### config.mk
export PLATFORM = sky130hd
export DESIGN_NAME = inst_axi_bridge
export DESIGN_NICKNAME = d
export VERILOG_FILES = /design/src/rtl/inst_axi_bridge_pkg.sv /design/src/rtl/inst_axi_bridge.sv
export SDC_FILE = /design/constraint.sdc
export NUM_CORES = 1
export LEC_CHECK = 0
export CAP_MARGIN = 0
export CORE_ASPECT_RATIO = 2
export CORE_MARGIN = 2
export CORE_UTILIZATION = 41
export CTS_CLUSTER_SIZE = 12
export DETAILED_ROUTE_END_ITERATION = 12
export GPL_TIMING_DRIVEN = 0
export PLACE_DENSITY = 0.82
export SLEW_MARGIN = 20
export SYNTH_ARGS = -nofsm -noshare
export SYNTH_HDL_FRONTEND = slang
export SYNTH_SLANG_ARGS = --single-unit
### constraint.sdc
create_clock -name clk -period 2.4 [get_ports clk]
set_clock_uncertainty 0.1 [all_clocks]
set_input_delay 0.6 -clock clk [delete_from_list [all_inputs] [get_ports clk]]
set_output_delay 0.6 -clock clk [all_outputs]
set_load 0.1 [all_outputs]
### src/rtl/inst_axi_bridge_pkg.sv
// Shared AXI constants, AR state encoding and the captured read-request payload
// for the instruction-side AXI bridge.
package inst_axi_bridge_pkg;

  localparam int unsigned ADDR_W  = 32;
  localparam int unsigned DATA_W  = 32;
  localparam int unsigned ID_W    = 4;
  localparam int unsigned CACHE_W = 4;
  localparam int unsigned CNT_W   = 3;
  localparam int unsigned PERF_W  = 32;

  localparam logic [1:0]         AXI_BURST_INCR = 2'b01;
  localparam logic [2:0]         AXI_SIZE_4B    = 3'd2;
  localparam logic [CACHE_W-1:0] AXI_CACHE_WBRA = 4'b1111;
  localparam logic [CACHE_W-1:0] AXI_CACHE_UC   = 4'b0000;
  localparam logic [1:0]         AXI_RESP_OKAY  = 2'b00;

  typedef enum logic {
    AR_IDLE = 1'b0,
    AR_BUSY = 1'b1
  } ar_state_t;

  typedef struct packed {
    logic [ADDR_W-1:0]  addr;
    logic [CACHE_W-1:0] cache;
  } ar_req_t;

  function automatic logic [CACHE_W-1:0] ar_cache_attr(input logic cached);
    return cached ? AXI_CACHE_WBRA : AXI_CACHE_UC;
  endfunction

endpackage

### src/rtl/inst_axi_bridge.sv
// Fetch-side SRAM-like request port to single-beat AXI3 read bridge.
// Responses return in request order; one AR register with back-to-back reload.
module inst_axi_bridge
  import inst_axi_bridge_pkg::*;
#(
  parameter int unsigned     MAX_OUTSTANDING = 2,
  parameter logic [ID_W-1:0] AXI_ID          = 4'd0
) (
  input  logic                clk,
  input  logic                resetn,
  input  logic                inst_req,
  input  logic                inst_cache,
  input  logic [ADDR_W-1:0]   inst_addr,
  output logic                inst_addr_ok,
  output logic                inst_data_ok,
  output logic [DATA_W-1:0]   inst_rdata,
  output logic                inst_data_err,
  output logic [ID_W-1:0]     arid,
  output logic [ADDR_W-1:0]   araddr,
  output logic [7:0]          arlen,
  output logic [2:0]          arsize,
  output logic [1:0]          arburst,
  output logic [1:0]          arlock,
  output logic [CACHE_W-1:0]  arcache,
  output logic [2:0]          arprot,
  output logic                arvalid,
  input  logic                arready,
  input  logic [ID_W-1:0]     rid,
  input  logic [DATA_W-1:0]   rdata,
  input  logic [1:0]          rresp,
  input  logic                rlast,
  input  logic                rvalid,
  output logic                rready,
  output logic                busy,
  output logic [PERF_W-1:0]   perfcnt_ar_stall
);

  localparam logic [CNT_W-1:0] MAX_CNT = CNT_W'(MAX_OUTSTANDING);

  ar_state_t        state, state_nxt;
  ar_req_t          ar_q, ar_nxt;
  logic [CNT_W-1:0] cnt, cnt_nxt;
  logic             req_hs;
  logic             ar_fire;
  logic             unused_r;

  // Single ID, strictly in-order responses: rid/rlast carry no information here.
  assign unused_r = ^{rid, rlast, rresp[0]};

  assign arid    = AXI_ID;
  assign arlen   = 8'd0;
  assign arsize  = AXI_SIZE_4B;
  assign arburst = AXI_BURST_INCR;
  assign arlock  = 2'b00;
  assign arprot  = 3'd0;
  assign rready  = 1'b1;

  assign arvalid = (state == AR_BUSY);
  assign araddr  = ar_q.addr;
  assign arcache = ar_q.cache;
  assign busy    = (cnt != '0) || arvalid;

  // A new address is taken only when the AR register is free or draining this cycle.
  assign inst_addr_ok = resetn && ((state == AR_IDLE) || arready) && (cnt < MAX_CNT);
  assign req_hs       = inst_req && inst_addr_ok;
  assign ar_fire      = arvalid && arready;

  always_comb begin
    state_nxt = state;
    ar_nxt    = ar_q;
    case (state)
      AR_IDLE: if (req_hs) state_nxt = AR_BUSY;
      AR_BUSY: if (ar_fire && !req_hs) state_nxt = AR_IDLE;
      default: state_nxt = AR_IDLE;
    endcase
    if (req_hs) begin
      ar_nxt = '{addr: inst_addr, cache: ar_cache_attr(inst_cache)};
    end
  end

  always_comb begin
    cnt_nxt = cnt;
    if (req_hs && !inst_data_ok) begin
      cnt_nxt = cnt + CNT_W'(1);
    end else if (!req_hs && inst_data_ok && (cnt != '0)) begin
      cnt_nxt = cnt - CNT_W'(1);
    end
  end

  always_ff @(posedge clk or negedge resetn) begin
    if (!resetn) begin
      state            <= AR_IDLE;
      ar_q             <= '0;
      cnt              <= '0;
      inst_data_ok     <= 1'b0;
      inst_data_err    <= 1'b0;
      inst_rdata       <= '0;
      perfcnt_ar_stall <= '0;
    end else begin
      state        <= state_nxt;
      ar_q         <= ar_nxt;
      cnt          <= cnt_nxt;
      inst_data_ok <= rvalid;
      if (rvalid) begin
        inst_rdata    <= rdata;
        inst_data_err <= rresp[1];
      end
      if (arvalid && !arready) begin
        perfcnt_ar_stall <= perfcnt_ar_stall + PERF_W'(1);
      end
    end
  end

endmodule

==> results of run 1 <==
## cell families after synthesis
family | after synthesis
and+or+nand+nor | 73
muxes | 67
buffers and inverters | 39
adders and majority gates | 2
DFF | 103
other | 2
xor gates and xnor gates | 32
AOI/OAI and AO/OA | 6
## routing by layer
layer,vias to the layer above,share of wire,GRT usage
met5,-,0,0
met4,0,0.021,0.0777
met1,1582,0.33,0.185
met3,15,0.063,0.0486
met2,135,0.59,0.369
li1,1479,-,-
## cell type report
class / instances / share of cell area
timing repair buffer: 176 / 0.254
clock buffer: 11 / 0.0364
multi-input combinational: 203 / 0.247
clock inverter: 5 / 0.00844
inverter: 2 / 0.00112
buffer: 37 / 0.0396
sequential: 103 / 0.388
tap: 137 / 0.0257
## how the worst min path moves through the flow
stage,startpoint,end,depth (start not counted)
after detailed placement,perfcnt_ar_stall[31],perfcnt_ar_stall[31],1
after global routing,resetn,perfcnt_ar_stall[13],1
after global placement,perfcnt_ar_stall[31],perfcnt_ar_stall[31],1
final,resetn,perfcnt_ar_stall[13],1
after CTS,resetn,perfcnt_ar_stall[13],1
after floorplan,resetn,araddr[0],0
## state kept, by name, indices dropped and copies added (netlist names)
register and cells:
arcache 1, inst_data_ok 1, cnt 3, arvalid 1
inst_data_err 1, perfcnt_ar_stall 32, araddr 32, inst_rdata 32
## placed cells by master, fill, tap and decap left out, types with 3 or more instances in the layout
cell	instances
nor2_1	11
clkdlybuf4s50_1	68
clkdlybuf4s15_1	9
dfrtp_1	97
and3_1	3
xor2_1	17
clkbuf_1	6
clkdlybuf4s15_2	4
dfrtp_2	5
mux2_2	66
dlygate4sd2_1	91
conb_1	23
nand3_1	12
nor3_1	6
nand2_1	14
nand4_1	6
clkbuf_16	9
xnor2_1	15
and4_1	3
buf_4	28
## power groups by stage
| stage | registers [mW] | logic [mW] | clock network [mW] |
|---|---|---|---|
| 2_1_floorplan | 5.19 | 1.08 | 0 |
| 3_3_place_gp | 2.43 | 4.98 | 0 |
| 3_5_place_dp | 2.46 | 5.03 | 0 |
| 4_1_cts | 2.42 | 4.78 | 1.50 |
| 5_1_grt | 2.47 | 4.90 | 1.56 |
| 6_report | 2.42 | 4.76 | 1.46 |
## repair_timing
| item | CTS | global route |
|---|---|---|
| gates resized for setup | 130 | 11 |
| endpoints found under the setup margin | 115 | 12 |
| gates cloned | 0 | 0 |
## metrics by stage
step / power [mW] / utilization
after global placement: 7.40 / 0.612
after global routing: 8.93 / 0.637
after detailed placement: 7.50 / 0.615
after CTS: 8.70 / 0.636
final: 8.63 / 0.637
after floorplan: 6.27 / -
==> reports/results.ini, run 1 <==
[worst_setup_path]
r2r_end=perfcnt_ar_stall[22]
cp_slowest_cell=dlygate4sd2_1
worstPathArrival_ns=1.65
path_max_fanout=6
startpoint_type=flop
crit_type=reg -> out
path_cells=dlygate4sd2_1
cp-endpoint=perfcnt_ar_stall[3]
r2r_cells=5
crit_start=perfcnt_ar_stall[3]
critPathBufInv=1
cp_slowest_stage_delay_ns=0.88
end_kind=primary output
cp.required_ns=1.70
regToRegSetupSlack_ns=0.28
rr_startpoint=perfcnt_ar_stall[0]
cp_top_family=buffers and inverters
path_depth=1

[power_and_ir_drop]
p_sw_mw=4.67
p_int_mw=3.96
p_sw_frac=0.541
p_leak_nw=3.24
comb_power_share=0.551
ir_worst_vdd_mv=0.923
clock_power_share=0.169
seqPwrFrac=0.280
power_density_mw_per_mm2=1290

[floorplan]
start_util=0.420
core-area_sq_mm=0.0105
pin_count=205
dieArea_sq_mm=0.0116
rows=53
die_w_microns=77.2
fp.dieH_microns=150

[clock_network]
cts_tree=built
clockRootBuffer=clkbuf_16
cts_buffer_depth=2
numCtsBuffers=9
cts_setup_buffers=0
cts.clk_slew.worst_paths_ns=0.07
clock_latency_ns=0.33
postCtsHoldBufs=0
htreeDepth=3
clock_sinks=103

[final_layout]
fin_nets=611
drive_above_1_share=0.253
area.sequential_sq_mm=0.00259
finalNonFillerCells=674
diodes=0
stdcell_area_sq_mm=0.00667
multiInputGateArea_sq_mm=0.00165
syn_to_final_growth_pct=51.8
fill_cells=860

[timing]
drv_slew=0
fmax_mhz=425
tns_ns=0
rsz0062_at_grt=false
post-route-min-period_ns=2.35
relSlewSlack=0.336
setup_viol=0
hold_viol=0
finalCritPeriodShare=0.980
worst_pin_slew_ns=0.999
worst_slack_ns=0.0475
hold_ws_ns=0.0230

[global_route]
grt_pass1_vias=3498
grt_max_degree=59
grt_pass1_wl_mm=17.4
antenna_found_initial=0
gr-total-overflow=0
track_usage=0.189

[route]
wl_mm=10.8
drtIter0Drc=187
viasPerCell=4.76
first_pass_iters=4
ant_nets=0
wl_per_cell_microns=16.1
dr_total_vias=3211
drc_errors=0

[synthesis]
netlist_area_sq_mm=0.00440
yosysTopAreaCell=dfrtp_1
synth-edff-count=0
synthCells=324
muxShareOfSynthArea=0.171
yosys.cell_types.count=36
seq_area_frac_synth=0.586
yosys_warnings=0
synthArstFlopShare=1.00
synth_top_family_by_area=multiplexers
ys_ff_latch=103
synthXorXnorAreaFrac=0.0637
yosysTopAreaCellShare=0.586
synth_compound_area_frac=0.00996
syn_avg_cell_area_sq_um=13.6
synthSimpleGateAreaFrac=0.101
synth_ff_type=dfrtp_1
synth_common_cells=dfrtp_1, mux2_2, buf_4
synth_fa_ha_area_frac=0.00740
synth_area_leaders=dfrtp_1, mux2_2, buf_4
synth.most_common_cell=dfrtp_1

[place]
dp_hpwl_mm=8.46
portBuffers=175
gp_congestion=0.857
placed_cell_area_sq_mm=0.00644
dpl.cell_count=658
pre_cts_ws_ns=-1.07

[run]
maxCapViolations=0

[min_path]
hold_class=in -> async

[status]
status=complete, no violations

(Power assumes the default switching activity.)
==> inputs of run 2 (changes only) <==
Settings changed: CAP_MARGIN 0 to 20.
Clock period 2.4 ns to 2.3 ns, I/O delays scaled along.
==> run 2 against run 1 <==
Against the previous run:
- global-route usage hardly changed
- flip-flop and latch count unchanged
- die area is the same
- critical path depth unchanged
==> reports/results.ini, run 2 (synthesized netlist as in run 1, its figures left out) <==
[worst_setup_path]
cp_slowest_cell=clkdlybuf4s15_1  ; was dlygate4sd2_1
regToRegSetupSlack_ns=0.23  ; was 0.28 ns
path_depth=1  ; unchanged
crit_start=perfcnt_ar_stall[0]  ; was perfcnt_ar_stall[3]
rr_startpoint=perfcnt_ar_stall[0]  ; unchanged
path_cells=clkdlybuf4s15_1  ; was dlygate4sd2_1
r2r_end=perfcnt_ar_stall[28]  ; was perfcnt_ar_stall[22]
crit_type=reg -> out  ; unchanged
end_kind=primary output  ; unchanged
cp.required_ns=1.62  ; was 1.70 ns
startpoint_type=flop  ; unchanged
cp_top_family=buffers and inverters  ; unchanged
r2r_cells=5  ; unchanged
path_max_fanout=4  ; was 6
critPathBufInv=1  ; unchanged
cp_slowest_stage_delay_ns=0.85  ; was 0.88 ns
worstPathArrival_ns=1.59  ; was 1.65 ns

[floorplan]
die_w_microns=77.2  ; unchanged
start_util=0.420  ; unchanged
fp.dieH_microns=150  ; unchanged
core-area_sq_mm=0.0105  ; unchanged
rows=53  ; unchanged
pin_count=205  ; unchanged
dieArea_sq_mm=0.0116  ; unchanged

[place]
pre_cts_ws_ns=-1.13  ; was -1.07 ns
dpl.cell_count=658  ; unchanged
placed_cell_area_sq_mm=0.00649  ; was 0.00644 sq mm
dp_hpwl_mm=8.33  ; was 8.46 mm
portBuffers=175  ; unchanged
gp_congestion=0.786  ; was 0.857

[route]
first_pass_iters=4  ; unchanged
drc_errors=0  ; unchanged
ant_nets=0  ; unchanged
wl_mm=10.7  ; was 10.8 mm
drtIter0Drc=82  ; was 187
dr_total_vias=3253  ; was 3211
wl_per_cell_microns=15.9  ; was 16.1 microns
viasPerCell=4.81  ; was 4.76

[timing]
finalCritPeriodShare=0.986
hold_viol=0  ; unchanged
fmax_mhz=441
relSlewSlack=0.339  ; was 0.336
drv_slew=0  ; unchanged
setup_viol=0  ; unchanged
rsz0062_at_grt=false  ; unchanged
post-route-min-period_ns=2.27
worst_pin_slew_ns=0.995  ; was 0.999 ns
worst_slack_ns=0.0333  ; was 0.0475 ns
tns_ns=0  ; unchanged

[final_layout]
final_cell_mix=dfrtp_1, dlygate4sd2_1, clkdlybuf4s50_1, mux2_2, buf_4  ; unchanged
fin_nets=613  ; was 611
diodes=0  ; unchanged
stdcell_area_sq_mm=0.00672  ; was 0.00667 sq mm
final_common_cell=dfrtp_1  ; unchanged
syn_to_final_growth_pct=52.9  ; was 51.8%
drive_above_1_share=0.323  ; was 0.253
fill_cells=850  ; was 860
finalNonFillerCells=676  ; was 674

[clock_network]
numCtsBuffers=9  ; unchanged
cts_buffer_depth=2  ; unchanged
cts_tree=built  ; unchanged
clock_sinks=103  ; unchanged
htreeDepth=3  ; unchanged
cts_setup_buffers=0  ; unchanged
cts.clk_slew.worst_paths_ns=0.08  ; was 0.07 ns
clockRootBuffer=clkbuf_16  ; unchanged
clock_latency_ns=0.34  ; was 0.33 ns

[power_and_ir_drop]
total_power_mw=9.13  ; was 8.63 mW
ir_worst_vdd_mv=0.763  ; was 0.923 mV
power_density_mw_per_mm2=1360  ; was 1290 mW/mm^2
p_leak_nw=3.17  ; was 3.24 nW

[global_route]
antenna_found_initial=0  ; unchanged
grt_max_degree=55  ; was 59
grt_pass1_wl_mm=17.4  ; about the same
grt_pass1_vias=3506  ; was 3498
track_usage=0.189  ; about the same
gr-total-overflow=0  ; unchanged

[status]
status=complete, no violations  ; unchanged

[min_path]
hold_class=in -> async  ; unchanged

[run]
maxCapViolations=0  ; unchanged

## run 2: changes by cell type in the layout (fill, tap and decap cells not counted), moves of 2 or more
cell and delta:
clkinv_2 -2, clkdlybuf4s15_2 +10, clkinv_4 +3, o21ai_0 -2, dlygate4sd2_1 -23, o21ai_1 +2
clkbuf_2 +12, dfrtp_1 -11, dfrtp_2 +11
## run 2: layout make-up
type                            count  area [sq um]  area share
Buffer                             37           267      0.0396
Clock buffer                       10           239      0.0355
Clock inverter                      6          76.3      0.0114
Inverter                            2          7.51     0.00112
Multi-Input combinational cell    203          1670       0.248
Sequential cell                   103          2600       0.387
Tap cell                          137           171      0.0255
Timing Repair Buffer              178          1690       0.252
## run 2: repair_timing
item	in CTS	in global routing
endpoints found under the setup margin	122	19
endpoints found under the hold margin	30	0
resized for setup	163	23
hold buffers	2	0
pin swaps	0	0
## run 2: worst max-delay path by stage
stage | slack [ns] | endpoint
5_1_grt | 0.002 | perfcnt_ar_stall[0]
6_report | 0.03 | perfcnt_ar_stall[0]
2_1_floorplan | -0.06 | cnt[2]
3_5_place_dp | -1.13 | inst_addr_ok
4_1_cts | 0.0007 | perfcnt_ar_stall[29]
3_3_place_gp | -4.61 | inst_addr_ok
## run 2: report_power, final
group / total [mW] / internal [mW] / switching (mW) / leakage [nW]
logic: 5.02 / 1.05 / 3.97 / 1.76
registers: 2.52 / 2.24 / 0.277 / 1.26
clock network: 1.59 / 0.892 / 0.701 / 0.155
## run 2: stage by stage
step	hold slack, ns	utilization
after floorplan	0.179	-
after global placement	0.362	0.617
after detailed placement	0.364	0.619
after CTS	0.0588	0.648
after global routing	0.0741	0.642
final	0.0588	0.642
## run 2: layer usage
metal	vias to the layer above	wire length (microns)	global-route usage
met2	137	6130	0.353
met3	19	637	0.0450
met5	-	0	0
li1	1482	-	-
met4	0	265	0.0759
met1	1615	3690	0.203
==> inputs of run 3 (changes only) <==
Settings changed: CORE_UTILIZATION 41 to 43, CTS_BUF_LIST set to sky130_fd_sc_hd__clkbuf_4, PLACE_DENSITY 0.82 to 0.85.
==> run 3 against run 2 <==
Against the previous run:
- cell area rose by 1.6%
- total power shrank 6.4%
- critical path type unchanged
- largest cell class unchanged
- highest routed layer unchanged
- via count shrank 0.68%
- global-route usage grew 1.4 points
- worst setup slack better by 0.054 ns
- critical endpoint is now inst_addr_ok
- wire length up 1.9%
- clock power shrank 48%
==> reports/results.ini, run 3 (synthesized netlist as in run 1, its figures left out) <==
[route]
wl_per_cell_microns=16.2  ; was 15.9 microns
ant_nets=0  ; unchanged
drtIter0Drc=125  ; was 82
viasPerCell=4.78  ; was 4.81
wl_mm=10.9  ; was 10.7 mm
dr_total_vias=3231  ; was 3253
first_pass_iters=4  ; unchanged
drc_errors=0  ; unchanged

[final_layout]
syn_to_final_growth_pct=55.4  ; was 52.9%
final_common_cell=clkdlybuf4s15_2  ; was dfrtp_1
area.sequential_sq_mm=0.00260  ; unchanged
fill_cells=741  ; was 850
multiInputGateArea_sq_mm=0.00168  ; was 0.00167 sq mm
utilization=0.682  ; was 0.642
stdcell_area_sq_mm=0.00683  ; was 0.00672 sq mm
drive_above_1_share=0.468  ; was 0.323
fin_nets=615  ; was 613
final_cell_mix=clkdlybuf4s15_2, dfrtp_1, clkdlybuf4s50_1, mux2_2, buf_4  ; was dfrtp_1, dlygate4sd2_1, clkdlybuf4s50_1, mux2_2, buf_4
diodes=0  ; unchanged

[place]
gp_congestion=0.849  ; was 0.786
portBuffers=175  ; unchanged
placed_cell_area_sq_mm=0.00649  ; about the same
dp_hpwl_mm=8.43  ; was 8.33 mm

[worst_setup_path]
cp_slowest_stage_delay_ns=0.54  ; was 0.85 ns
r2r_end=cnt[2]  ; was perfcnt_ar_stall[28]
path_cells=nand2b_4 -> buf_8 -> and3_4 -> buf_12  ; was clkdlybuf4s15_1
end_kind=primary output  ; unchanged
r2r_cells=10  ; was 5
regToRegSetupSlack_ns=0.18  ; was 0.23 ns
cp_slowest_cell=dfrtp_4  ; was clkdlybuf4s15_1
critPathBufInv=2  ; was 1
cp.required_ns=1.62  ; about the same
path_max_fanout=7  ; was 4
crit_type=reg -> out  ; unchanged
rr_startpoint=arvalid  ; was perfcnt_ar_stall[0]
cp_top_family=flip-flops  ; was buffers and inverters
startpoint_type=flop  ; unchanged
worstPathArrival_ns=1.54  ; was 1.59 ns

[floorplan]
die_w_microns=75.5  ; was 77.2 microns
pin_count=205  ; unchanged
fp.dieH_microns=147  ; was 150 microns
rows=52  ; was 53
start_util=0.439  ; was 0.420
core-area_sq_mm=0.0100  ; was 0.0105 sq mm
dieArea_sq_mm=0.0111  ; was 0.0116 sq mm

[global_route]
grt_max_degree=54  ; was 55
grt_pass1_vias=3454  ; was 3506
antenna_found_initial=0  ; unchanged
gr-total-overflow=0  ; unchanged
track_usage=0.203  ; was 0.189
grt_pass1_wl_mm=16.9  ; was 17.4 mm

[clock_network]
cts.clk_slew.worst_paths_ns=0.16  ; was 0.08 ns
clockRootBuffer=clkbuf_4  ; was clkbuf_16
htreeDepth=3  ; unchanged
cts_tree=built  ; unchanged
cts_buffer_depth=2  ; unchanged
numCtsBuffers=9  ; unchanged
clock_latency_ns=0.45  ; was 0.34 ns
clock_sinks=103  ; unchanged

[timing]
rsz0062_at_grt=false  ; unchanged
relSlewSlack=0.583  ; was 0.339
drv_slew=0  ; unchanged
worst_pin_slew_ns=0.626  ; was 0.995 ns
hold_viol=0  ; unchanged
fmax_mhz=452  ; was 441 MHz
setup_viol=0  ; unchanged
post-route-min-period_ns=2.21  ; was 2.27 ns
finalCritPeriodShare=0.962  ; was 0.986

[status]
status=complete, no violations  ; unchanged

[power_and_ir_drop]
power_density_mw_per_mm2=1250  ; was 1360 mW/mm^2
total_power_mw=8.55  ; was 9.13 mW
ir_worst_vdd_mv=0.985  ; was 0.763 mV
p_leak_nw=3.03  ; was 3.17 nW

[run]
maxCapViolations=0  ; unchanged

[min_path]
hold_class=in -> async  ; unchanged

==> run 3: cell type report <==
cell class,instances,share of cell area
well taps,135,0.0247
clock buffers,11,0.0121
plain buffers,37,0.0385
multi-input cells,203,0.245
flip-flops and latches,103,0.381
repair buffers,180,0.292
inverters,2,0.00110
clock inverters,5,0.00513
==> run 3: worst max path at each step <==
| stage | to | from | depth (start not counted) |
|---|---|---|---|
| final | inst_addr_ok | arvalid | 4 |
| after global routing | inst_addr_ok | arvalid | 4 |
| after CTS | inst_addr_ok | arready | 5 |
| after detailed placement | inst_addr_ok | resetn | 4 |
| after global placement | inst_addr_ok | resetn | 3 |
| after floorplan | cnt[2] | arvalid | 8 |
==> run 3: per-stage QoR <==
step | instances | hold WS, ns | setup TNS [ns] | worst slack [ns]
detailed placement | 656 | 0.375 | -18.11 | -1.12
global route | 676 | 0.0255 | 0 | 0.0127
floorplan | 345 | 0.179 | -0.0819 | -0.0634
CTS | 675 | 0.0273 | -0.101 | -0.101
finish | 676 | 0.0443 | 0 | 0.0868
global placement | 655 | 0.365 | -484.99 | -4.58
==> run 3: worst reg2reg max path: stages (launching register included) <==
cell	delay, ns
dfrtp_4	0.54
nand2b_4	0.08
buf_8	0.11
and3_4	0.20
buf_4	0.12
nand3_4	0.07
fa_2	0.37
nand2b_4	0.15
nor3_1	0.15
a22oi_1	0.09
o21ai_1	0.08
==> run 3: power breakdown <==
group | internal [mW] | switching (mW) | leakage (nW)
sequential | 2.24 | 0.303 | 1.26
combinational | 1.20 | 3.98 | 1.72
clock | 0.246 | 0.580 | 0.0567
==> run 3: layer usage <==
metal  track usage  up-vias  wire length [microns]  share of wire
met3        0.0576       22                    757          0.069
li1              -     1483                      -              -
met5             0        -                      0              0
met2         0.373      148                   6210           0.57
met1         0.204     1578                   3660           0.33
met4        0.0807        0                    306          0.028
==> run 3: repair_timing <==
| action | CTS | global route |
|---|---|---|
| gates resized for setup | 325 | 10 |
| pin swaps | 0 | 1 |
| hold endpoints to repair | 50 | 0 |
| hold buffers | 3 | 0 |
| setup endpoints to repair | 105 | 6 |
| setup buffers | 0 | 1 |
